[src/rtl/bitstream_reader_if.sv]
// Signal bundle between the word FIFO / CAVLC decoder and bitstream_reader.
// Optional BitCount member is present when BITSTREAM_READER_BITCOUNT_EN is defined.
interface bitstream_reader_if #(
    parameter int WORD_W = 16,
    parameter int BUF_W  = 32,
    parameter int PEEK_W = 16
);
    localparam int LEN_W = $clog2(PEEK_W) + 1;
    localparam int CNT_W = $clog2(BUF_W) + 1;

    logic [WORD_W-1:0] FifoData;
    logic              FifoEmpty;
    logic              FifoRead;
    logic              ConsumeValid;
    logic [LEN_W-1:0]  ConsumeLen;
    logic              Flush;
    logic [PEEK_W-1:0] Peek;
    logic [CNT_W-1:0]  BitsAvail;
    logic              PeekValid;
    logic              Error;
    logic              DbgFetchState;
`ifdef BITSTREAM_READER_BITCOUNT_EN
    logic [31:0]       BitCount;

    modport master (
        output FifoData, FifoEmpty, ConsumeValid, ConsumeLen, Flush,
        input  FifoRead, Peek, BitsAvail, PeekValid, Error, DbgFetchState, BitCount
    );
    modport slave (
        input  FifoData, FifoEmpty, ConsumeValid, ConsumeLen, Flush,
        output FifoRead, Peek, BitsAvail, PeekValid, Error, DbgFetchState, BitCount
    );
`else
    modport master (
        output FifoData, FifoEmpty, ConsumeValid, ConsumeLen, Flush,
        input  FifoRead, Peek, BitsAvail, PeekValid, Error, DbgFetchState
    );
    modport slave (
        input  FifoData, FifoEmpty, ConsumeValid, ConsumeLen, Flush,
        output FifoRead, Peek, BitsAvail, PeekValid, Error, DbgFetchState
    );
`endif
endinterface

[src/rtl/bitstream_reader.sv]
// MSB-first bit window fed from a 16-bit word FIFO, with variable-length consume.
// Define BITSTREAM_READER_BITCOUNT_EN to add the BitCount consumed-bits counter.
module bitstream_reader #(
    parameter int WORD_W = 16,
    parameter int BUF_W  = 32,
    parameter int PEEK_W = 16
) (
    input  logic              Clk,
    input  logic              nReset,
    bitstream_reader_if.slave bus
);
    localparam int LEN_W = $clog2(PEEK_W) + 1;
    localparam int CNT_W = $clog2(BUF_W) + 1;
    localparam logic [CNT_W-1:0] PeekLen     = CNT_W'(PEEK_W);
    localparam logic [CNT_W-1:0] RefillLimit = CNT_W'(BUF_W - WORD_W);
    localparam logic [CNT_W-1:0] WordLen     = CNT_W'(WORD_W);

    // Handshakes: FifoRead is a one-cycle strobe only when FifoEmpty=0 and no read
    // is outstanding; the word is taken from FifoData exactly one cycle later.
    // ConsumeValid/ConsumeLen need no ready: a consume is accepted the same cycle
    // if ConsumeLen <= min(BitsAvail, PEEK_W), otherwise it is dropped and flagged.
    typedef enum logic {FetchIdle, FetchWait} fetchStateT;

    fetchStateT       stateQ, stateD;
    logic [BUF_W-1:0] bufQ, bufD, shifted;
    logic [CNT_W-1:0] availQ, availD, availAfter, lenExt;
    logic             errorQ, errorD;
    logic             consumeLegal, consumeIllegal, fifoRead;

    assign lenExt = {{(CNT_W-LEN_W){1'b0}}, bus.ConsumeLen};

    always_comb begin
        consumeLegal   = 1'b0;
        consumeIllegal = 1'b0;
        availAfter     = availQ;
        shifted        = bufQ;
        fifoRead       = 1'b0;
        stateD         = FetchIdle;
        bufD           = bufQ;
        availD         = availQ;
        errorD         = errorQ;

        if (bus.ConsumeValid && !bus.Flush) begin
            if ((lenExt <= PeekLen) && (lenExt <= availQ)) consumeLegal   = 1'b1;
            else                                           consumeIllegal = 1'b1;
        end

        if (consumeLegal) begin
            availAfter = availQ - lenExt;
            shifted    = bufQ << bus.ConsumeLen;
        end

        // Refill decision looks at the post-consume level so a word always fits.
        fifoRead = nReset && !bus.FifoEmpty && (stateQ == FetchIdle) && !bus.Flush &&
                   (availAfter <= RefillLimit);
        if (fifoRead) stateD = FetchWait;

        if (bus.Flush) begin
            bufD   = '0;
            availD = '0;
        end else begin
            bufD   = shifted;
            availD = availAfter;
            if (stateQ == FetchWait) begin
                bufD   = shifted | ({bus.FifoData, {(BUF_W-WORD_W){1'b0}}} >> availAfter);
                availD = availAfter + WordLen;
            end
        end

        if (consumeIllegal) errorD = 1'b1;
    end

    always_ff @(posedge Clk or negedge nReset) begin
        if (!nReset) begin
            stateQ <= FetchIdle;
            bufQ   <= '0;
            availQ <= '0;
            errorQ <= 1'b0;
        end else begin
            stateQ <= stateD;
            bufQ   <= bufD;
            availQ <= availD;
            errorQ <= errorD;
        end
    end

`ifdef BITSTREAM_READER_BITCOUNT_EN
    logic [31:0] bitCountQ;

    always_ff @(posedge Clk or negedge nReset) begin
        if (!nReset) begin
            bitCountQ <= '0;
        end else if (bus.Flush) begin
            bitCountQ <= '0;
        end else if (consumeLegal) begin
            bitCountQ <= bitCountQ + 32'(bus.ConsumeLen);
        end
    end

    assign bus.BitCount = bitCountQ;
`endif

    assign bus.FifoRead      = fifoRead;
    assign bus.Peek          = bufQ[BUF_W-1 -: PEEK_W];
    assign bus.BitsAvail     = availQ;
    assign bus.PeekValid     = (availQ >= PeekLen);
    assign bus.Error         = errorQ;
    assign bus.DbgFetchState = (stateQ == FetchWait);
endmodule

[src/flat_wrapper.sv]
// flat-port wrapper written by rule: the top's interface ports become plain ports
module bitstream_reader_flat 
#(
    parameter int WORD_W = 16,
    parameter int BUF_W  = 32,
    parameter int PEEK_W = 16
)
  (Clk, nReset, bus_FifoData, bus_FifoEmpty, bus_ConsumeValid, bus_ConsumeLen, bus_Flush, bus_FifoRead, bus_Peek, bus_BitsAvail, bus_PeekValid, bus_Error, bus_DbgFetchState);
  bitstream_reader_if #(.WORD_W(WORD_W), .BUF_W(BUF_W), .PEEK_W(PEEK_W)) bus_i ();
  input  logic Clk;
  input  logic nReset;
  input wire logic [$bits(bus_i.FifoData)-1:0] bus_FifoData;
  input wire logic [$bits(bus_i.FifoEmpty)-1:0] bus_FifoEmpty;
  input wire logic [$bits(bus_i.ConsumeValid)-1:0] bus_ConsumeValid;
  input wire logic [$bits(bus_i.ConsumeLen)-1:0] bus_ConsumeLen;
  input wire logic [$bits(bus_i.Flush)-1:0] bus_Flush;
  output wire logic [$bits(bus_i.FifoRead)-1:0] bus_FifoRead;
  output wire logic [$bits(bus_i.Peek)-1:0] bus_Peek;
  output wire logic [$bits(bus_i.BitsAvail)-1:0] bus_BitsAvail;
  output wire logic [$bits(bus_i.PeekValid)-1:0] bus_PeekValid;
  output wire logic [$bits(bus_i.Error)-1:0] bus_Error;
  output wire logic [$bits(bus_i.DbgFetchState)-1:0] bus_DbgFetchState;
  assign bus_i.FifoData = bus_FifoData;
  assign bus_i.FifoEmpty = bus_FifoEmpty;
  assign bus_i.ConsumeValid = bus_ConsumeValid;
  assign bus_i.ConsumeLen = bus_ConsumeLen;
  assign bus_i.Flush = bus_Flush;
  assign bus_FifoRead = bus_i.FifoRead;
  assign bus_Peek = bus_i.Peek;
  assign bus_BitsAvail = bus_i.BitsAvail;
  assign bus_PeekValid = bus_i.PeekValid;
  assign bus_Error = bus_i.Error;
  assign bus_DbgFetchState = bus_i.DbgFetchState;
  bitstream_reader #(.WORD_W(WORD_W), .BUF_W(BUF_W), .PEEK_W(PEEK_W)) u_core (.Clk(Clk), .nReset(nReset), .bus(bus_i));
endmodule
[config.mk]
export PLATFORM = sky130hd
export DESIGN_NAME = bitstream_reader_flat
export DESIGN_NICKNAME = d
export VERILOG_FILES = /design/src/rtl/bitstream_reader_if.sv /design/src/rtl/bitstream_reader.sv /design/src/flat_wrapper.sv
export SDC_FILE = /design/constraint.sdc
export NUM_CORES = 1
export LEC_CHECK = 0
export CAP_MARGIN = 20
export CORE_MARGIN = 4
export CORE_UTILIZATION = 34
export CTS_BUF_LIST = sky130_fd_sc_hd__clkbuf_4 sky130_fd_sc_hd__clkbuf_8
export DETAILED_ROUTE_END_ITERATION = 10
export SLEW_MARGIN = 30
export SYNTH_ARGS = -nofsm -noshare
export SYNTH_HDL_FRONTEND = slang
export SYNTH_SLANG_ARGS = --single-unit
[constraint.sdc]
create_clock -name Clk -period 4.8 [get_ports Clk]
set_input_delay 0.96 -clock Clk [delete_from_list [all_inputs] [get_ports Clk]]
set_output_delay 0.96 -clock Clk [all_outputs]
set_load 0.05 [all_outputs]
After elaboration in Yosys (flattened, before gate mapping)
Index checks and enable logic that the tools add are counted.

Bits in registers: 40. Output and inout bits: 26. Word-level logic and storage cells: 33.

Add/subtract/negate cells: 2. Order comparisons: 4. Shift-type cells: 2. Mux-type cells: 11. Bitwise logic cells: 2. Reductions and logical operators: 8.

Operator list (count): 32-bit 2-to-1 mux (3); 32-bit bitwise OR (1); 32-bit by 5-bit << shifter with 32-bit output (1); 32-bit by 6-bit right shift with 32-bit output (1); 6-bit 2-to-1 mux (3); 6-bit by 5-bit adder with 6-bit output, second input constant (1); 6-bit by 5-bit greater-or-equal comparator with 1-bit output, second input constant (1); 5-bit by 6-bit less-or-equal comparator with 1-bit output (1); 6-bit by 5-bit less-or-equal comparator with 1-bit output, second input constant (1); 1-bit logical AND (6); 6-bit by 5-bit subtractor with 6-bit output (1); 5-bit less-or-equal comparator, second input constant (1); 1-bit 2-to-1 mux (5); 1-bit logical NOT (2); 1-bit inverter (1).

Logic depth before layout (Yosys ltp)
Gate-level depths: netlist of the first run.

Depth in word-level cells: 9. Depth in mapped cells: 16. Mapped depth without buffers: 14.

Worst setup path before layout of the first run
No wires, ideal clock.

Kind: input to output. From: in bus_ConsumeLen[2]. To: out bus_FifoRead. Arrival time: 4.056 ns. Data required time: 3.840 ns. Path slack: -0.216 ns. Cell stages on the path: 16. Path through: inv_1 > buf_1 > buf_1 > ha_1 > nand3_1 > nor2_2 > o21ai_2 > nand2_1 > and2_1 > clkbuf_1 > inv_1 > clkbuf_1 > ha_1 > nand2_1 > o22ai_1 > and4b_1.

Longest elaborated chain between the ends: 7.

Ends and longest elaborated chain: from (decl) (line flat_wrapper.sv:15) `input wire logic [$bits(bus_i.ConsumeLen)-1:0] bus_ConsumeLen;`; 5-bit by 6-bit less-or-equal comparator with 1-bit output / 5-bit less-or-equal comparator (equally long branches) (line bitstream_reader.sv:44) `if ((lenExt <= PeekLen) && (lenExt <= availQ)) consumeLegal = 1'b1;`; 1-bit logical AND (line bitstream_reader.sv:44); 1-bit 2-to-1 mux (line bitstream_reader.sv:44); 1-bit 2-to-1 mux (line bitstream_reader.sv:43) `if (bus.ConsumeValid && !bus.Flush) begin`; 6-bit 2-to-1 mux * (line bitstream_reader.sv:48) `if (consumeLegal) begin`; 6-bit by 5-bit less-or-equal comparator with 1-bit output * (line bitstream_reader.sv:55) `(availAfter <= RefillLimit);`; 1-bit logical AND * (line bitstream_reader.sv:54) `fifoRead = nReset && !bus.FifoEmpty && (stateQ == FetchIdle) && !bus.Flush &&`; to (decl) (line flat_wrapper.sv:17) `output wire logic [$bits(bus_i.FifoRead)-1:0] bus_FifoRead;`.

Mark *: on every way between the ends. The rest lies on a longest branch, timed or not.

Worst setup path after layout of the first run
From: in bus_ConsumeLen[4]. To: out bus_FifoRead.

Same word-level chain as after synthesis.

==> results of run 1 <==
[cells in the mapped netlist, drive strengths merged (9+ instances only)]
master / instances
nand3: 15
buf: 29
mux2: 15
a21oi: 29
mux2i: 43
nand2: 89
a211oi: 14
a31oi: 11
clkbuf: 29
o22ai: 12
nor2: 62
dfrtp: 40
o21ai: 25
inv: 9
mux4: 19
nor3: 12
[metrics by stage]
| step | setup WS (ns) | instances | total power [W] | utilization |
|---|---|---|---|---|
| detailed placement | 0.0182 | 781 | 0.000817 | 0.404 |
| CTS | 0.0716 | 789 | 0.00112 | 0.412 |
| global route | 0.0139 | 791 | 0.00118 | 0.416 |
| global placement | 0.108 | 781 | 0.000815 | 0.404 |
| floorplan | 0.0195 | 574 | 0.000658 | - |
| finish | 0.122 | 791 | 0.00113 | 0.416 |
[power by group through the flow]
stage | Combinational (W) | Clock (W) | Sequential (W)
after global routing | 0.000479 | 0.000328 | 0.000375
after CTS | 0.000440 | 0.000311 | 0.000372
final | 0.000449 | 0.000306 | 0.000372
after detailed placement | 0.000437 | 0 | 0.000379
after global placement | 0.000437 | 0 | 0.000378
after floorplan | 0.000280 | 0 | 0.000378
[registers in the layout, indices dropped and copies added, names as in the netlist]
signal / flops
u_core.bufQ: 32
u_core.bus.DbgFetchState: 1
u_core.bus.Error: 1
u_core.bus.BitsAvail: 6
[kinds of logic after synthesis]
logic type      Yosys count  share of synthesized area
simple gates            205                      0.189
compound gates          173                      0.270
mux                      77                      0.223
buf+inv                  68                     0.0758
flops                    40                      0.214
fa+ha+maj                 7                     0.0204
xor+xnor                  4                    0.00750
[metal layers]
metal | vias to the layer above | part of all wire
li1 | 2233 | -
met2 | 213 | 0.45
met5 | - | 0
met3 | 33 | 0.066
met1 | 2361 | 0.45
met4 | 0 | 0.031
[critical path, cell delays in order]
cell and delay [ns]:
clkdlybuf4s50_1 0.48, inv_1 0.06, ha_1 0.33, a211oi_2 0.26, nand2_2 0.14, buf_4 0.16
o21a_4 0.22, mux2_2 0.29, nor2_2 0.13, nand2_1 0.10, o22ai_1 0.16, and4b_4 0.28
buf_12 0.14
[area by class of cell]
cell class / instances / share of cell area
timing repair buffer: 91 / 0.148
tap: 176 / 0.0397
clock inverter: 2 / 0.00631
inverter: 10 / 0.00676
sequential: 40 / 0.180
clock buffer: 6 / 0.0138
multi-input combinational: 466 / 0.605
[worst max-delay path by stage]
| stage | startpoint | end | cells after the start |
|---|---|---|---|
| floorplan | bus_ConsumeLen[1] | bus_FifoRead | 15 |
| global placement | bus_ConsumeLen[3] | bus_FifoRead | 13 |
| detailed placement | bus_ConsumeLen[3] | bus_FifoRead | 13 |
| CTS | bus_ConsumeLen[4] | bus_FifoRead | 13 |
| global route | bus_ConsumeLen[2] | bus_FifoRead | 13 |
| finish | bus_ConsumeLen[4] | bus_FifoRead | 13 |
[what timing repair did]
item	4_1_cts	5_1_grt
hold endpoints to repair	0	0
resized for setup	1	6
setup endpoints to repair	1	1
setup buffers	0	2
pin swaps	0	3
==> flow_summary.yaml, run 1 <==
final_layout:
  mostFrequentLayoutCell: "nand2_1"
  syn2layout_area_growth_pct: 18.9
  fillers: 1436
  seq_area_um2: 1000
  drive_gt1_frac: 0.176
  multi_input_area_um2: 3360
  antennaDiodeCount: 0
  fin_area_um2: 5550
  most-common-layout-cells: "nand2_1, nor2_1, clkdlybuf4s50_1, mux2i_1, dfrtp_1"
  nNetsFinal: 647
timing:
  setup_viol: 0
  rsz0062_at_grt: "false"
  tightest_slew_ns: 0.663
  fin_crit_sh: 0.975
  whs_ns: 0.477
  drv_slew: 0
  hold_viol: 0
  maxSlewHeadroom: 0.553
  fmax_mhz: 214
  period_needed_ns: 4.68
  fin_tns_setup_ns: 0
  fin_skew_ns: 0.0164
worst_setup_path:
  startpoint_type: "primary input"
  critPathKind: "primary input to primary output"
  end_kind: "primary output"
  r2r-end: "u_core.bufQ[10]"
  reg2reg_slack_ns: 0.91
  crit_fanout: 8
  cp.arrival_ns: 3.72
  r2r_start: "u_core.bus.BitsAvail[0]"
  crit_required_ns: 3.84
  reg2regPathDepth: 16
place:
  place_hpwl_um: 13500
  place_area_um2: 5390
  place.gp.congestion: 0.940
  port_buffers: 51
detailed_routing:
  wl_per_cell_um: 22.3
  via_per_inst: 6.12
  drt_iter0_drc: 519
  firstDrtPassIters: 6
  drc: 0
  wl_um: 17700
  vias: 4840
  antenna_left: 0
clock_network:
  numCtsBuffers: 5
  cts_max_level: 2
  cts_hold_buf: 0
  clk_pin_slew_worst_paths_ns: 0.10
  cts_tree: "yes"
  cts-root-buf: "clkbuf_8"
  cts_buffer_depth: 2
  worstSkewPairLatency_ns: 0.33
  cts.sinks: 40
job:
  max-cap-violations: 0
global_routing:
  antenna_found_initial: 0
  grtUsageMet1: 0.311
  grt_overflow: 0
  met2_usage: 0.345
  globalRouteMet3Util: 0.0443
  grt_pass1_vias: 4732
  top_usage_layer: "met2"
  grtUsageTotal: 0.223
  grt_max_degree: 44
  grt_pass1_wl_um: 27600
yosys:
  syn_inst: 574
  synth_top_area_frac: 0.214
  syn_nets: 607
  synth_top_cell_by_area: "dfrtp_1"
  synth.distinct_cells: 72
  synth_edf_count: 0
  yosys_most_used_dff: "dfrtp_1"
  netlist_area_um2: 4670
  syn-mean-instance-area_um2: 8.13
  yosys_warnings: 0
  ys_seq_elements: 40
  async_reset_ff_frac: 1.00
  ys_seq_area_frac: 0.214
  synth_area_leaders: "dfrtp_1, mux4_2, mux2i_1"
floorplanning:
  die_h_um: 125
  ioPinCount: 52
  start_util: 0.350
  die-area_um2: 15700
  die_w_um: 125
  fp.coreArea_um2: 13300
  fp-row-count: 42
power:
  p_sw_w: 0.000444
  leakage_nw: 2.28
  swShare: 0.394
  p_int_w: 0.000683
  power_frac_seq: 0.330
  power_density_nw_per_um2: 203
  combPwrFrac: 0.398
  peakVddDrop_mv: 0.128
  clockPowerShare: 0.271
run_status:
  run_status: "completed"
hold_path:
  worstHoldStart: "u_core.bus.Error"
  holdPathEnd: "u_core.bus.Error"
  hp-class: "flop to flop"
  hold_depth: 1
No activity file was read; power rests on OpenSTA's default activity.
==> run 2, diff against run 1 <==
- SETUP_SLACK_MARGIN: not set -> 0.15
- SLEW_MARGIN: 30 -> not set
==> run 2 against run 1 <==
  * Non-clock buffer count shrank 1
  * Design area rose by 0.56%
  * Hold slack lost 0.010 ns
  * Combinational power barely moved
  * Fmax grew 3.8%
  * Setup slack improved by 0.17 ns
  * Sequential share of layout area decreased by 0.10 points
  * Global-route usage decreased by 0.55 points
  * Via count up 0.68%
  * Clock skew is 0.0093 ns lower
  * Core utilization grew 0.23 points
==> flow_summary.yaml, run 2 (synthesized netlist as in run 1, its figures left out) <==
worst_setup_path:
  end_kind: "primary output"
  reg2regPathDepth: 15
  cp_cell_sequence: "buf_2, ha_1, inv_1, fa_1, a21oi_1, nor2_4, buf_4, o21a_4, mux2_2, nor2_4, nand2_2, o22ai_2, and4b_4, buf_12"
  cp_num_buf_inv: 4
  r2r_start: "u_core.bus.BitsAvail[0]"
  slowest_stage: "fa_1"
  crit_required_ns: 3.84
  startpoint_type: "primary input"
  critPathKind: "primary input to primary output"
  cpLargestDelayFamily: "adder cells"
  crit_fanout: 8
  r2r-end: "u_core.bufQ[4]"
  cp.arrival_ns: 3.55
  max_stage_delay_ns: 0.42
  reg2reg_slack_ns: 0.90
  path_common_cell: "nor2_4"
timing:
  rsz0062_at_grt: "false"
  fin_skew_ns: 0.00705
  fin_crit_sh: 0.939
  period_needed_ns: 4.51
  tightest_slew_ns: 0.609
  worst_slack_ns: 0.295
  maxSlewHeadroom: 0.590
  fin_tns_setup_ns: 0
  hold_viol: 0
  drv_slew: 0
  fmax_mhz: 222
  setup_viol: 0
global_routing:
  grtUsageTotal: 0.218
  antenna_found_initial: 1
  grt_overflow: 0
  grt_pass1_vias: 4900
  grt_pass1_wl_um: 27400
  grt_max_degree: 44
final_layout:
  mostFrequentLayoutCell: "nand2_1"
  nNetsFinal: 646
  most-common-layout-cells: "nand2_1, nor2_1, clkdlybuf4s50_1, mux2i_1, dfrtp_1"
  fin_area_um2: 5580
  final_cells: 790
  antennaDiodeCount: 0
  largest_reg_flops: 32
  top_register: "u_core.bufQ"
  drive_gt1_frac: 0.184
  syn2layout_area_growth_pct: 19.5
  fillers: 1400
power:
  peakVddDrop_mv: 0.138
  leakage_nw: 2.29
  power_density_nw_per_um2: 199
  swShare: 0.390
  power_frac_seq: 0.334
  p_int_w: 0.000678
  p_sw_w: 0.000435
  clockPowerShare: 0.261
  combPwrFrac: 0.404
detailed_routing:
  firstDrtPassIters: 5
  vias: 4873
  via_per_inst: 6.17
  drt_iter0_drc: 515
  drc: 0
  antenna_left: 0
  wl_um: 17400
  wl_per_cell_um: 22.0
clock_network:
  numCtsBuffers: 5
  cts.sinks: 40
  cts_buffer_depth: 2
  cts_tree: "yes"
  worstSkewPairLatency_ns: 0.31
  cts_max_level: 2
  clk_pin_slew_worst_paths_ns: 0.09
  cts-root-buf: "clkbuf_8"
floorplanning:
  ioPinCount: 52
  fp.coreArea_um2: 13300
  die_h_um: 125
  fp-row-count: 42
  die-area_um2: 15700
  start_util: 0.350
  die_w_um: 125
job:
  max-cap-violations: 0
hold_path:
  holdPathEnd: "u_core.bus.Error"
  hp-class: "flop to flop"
  hold_depth: 1
  worstHoldStart: "u_core.bus.Error"
place:
  place_ws_ns: 0.0207
  port_buffers: 51
  place_hpwl_um: 13400
  place.gp.congestion: 0.953
  place_area_um2: 5370
  dp.cells: 779
run_status:
  run_status: "completed"
==> run 2: cell count changes in the layout (fill, tap and decap cells not counted), sizes merged <==
| cell | change |
|---|---|
| buf | -1 |
| clkinvlp | +1 |
| clkdlybuf4s50 | -3 |
| dlymetal6s2s | +2 |
| dlygate4sd2 | +1 |
| clkbuf | -1 |
==> run 2: power groups by stage <==
stage / clock [W] / combinational (W) / sequential, W
CTS: 0.000295 / 0.000439 / 0.000372
finish: 0.000291 / 0.000450 / 0.000372
global placement: 0 / 0.000433 / 0.000378
global route: 0.000307 / 0.000481 / 0.000375
floorplan: 0 / 0.000281 / 0.000378
detailed placement: 0 / 0.000433 / 0.000379
==> run 2: layout make-up <==
cell class                      count  area [µm²]  area share
Tap cell                          176         220      0.0395
Timing Repair Buffer               90         818       0.147
Clock inverter                      3        42.5     0.00762
Multi-Input combinational cell    466        3390       0.608
Sequential cell                    40        1000       0.179
Inverter                           10        37.5     0.00672
Clock buffer                        5        68.8      0.0123
==> run 2: stage by stage <==
stage	utilization	hold slack [ns]	total power, W
after floorplan	-	0.513	0.000658
after CTS	0.414	0.475	0.00111
final	0.418	0.467	0.00111
after global placement	0.403	0.438	0.000811
after global routing	0.418	0.509	0.00116
after detailed placement	0.403	0.453	0.000812
==> run 2: what timing repair did <==
item / 4_1_cts / 5_1_grt
pin swaps: 2 / 4
setup endpoints to repair: 1 / 1
setup buffers: 1 / 2
gates resized for setup: 7 / 11
hold buffers: 0 / 0
==> run 2: per-layer routing <==
metal  global-route usage  share of wire
met1                0.300           0.45
met2                0.338           0.45
met3               0.0448          0.065
met4               0.0816          0.034
met5                    0        0.00075
==> run 2: worst max-delay path by stage <==
stage | end | cells past startpoint | start | slack, ns
2_1_floorplan | bus_FifoRead | 16 | bus_ConsumeLen[3] | 0.15
3_3_place_gp | bus_FifoRead | 13 | bus_ConsumeLen[3] | 0.10
3_5_place_dp | bus_FifoRead | 13 | bus_ConsumeLen[3] | 0.02
4_1_cts | bus_FifoRead | 13 | bus_ConsumeLen[3] | 0.15
5_1_grt | bus_FifoRead | 15 | bus_ConsumeLen[0] | 0.18
6_report | bus_FifoRead | 14 | bus_ConsumeLen[0] | 0.29
==> run 3, diff against run 2 <==
- CTS_CLUSTER_SIZE: not set -> 14
==> results of run 3 <==
The final DEF is identical to that of run 2; final timing and power are the same.
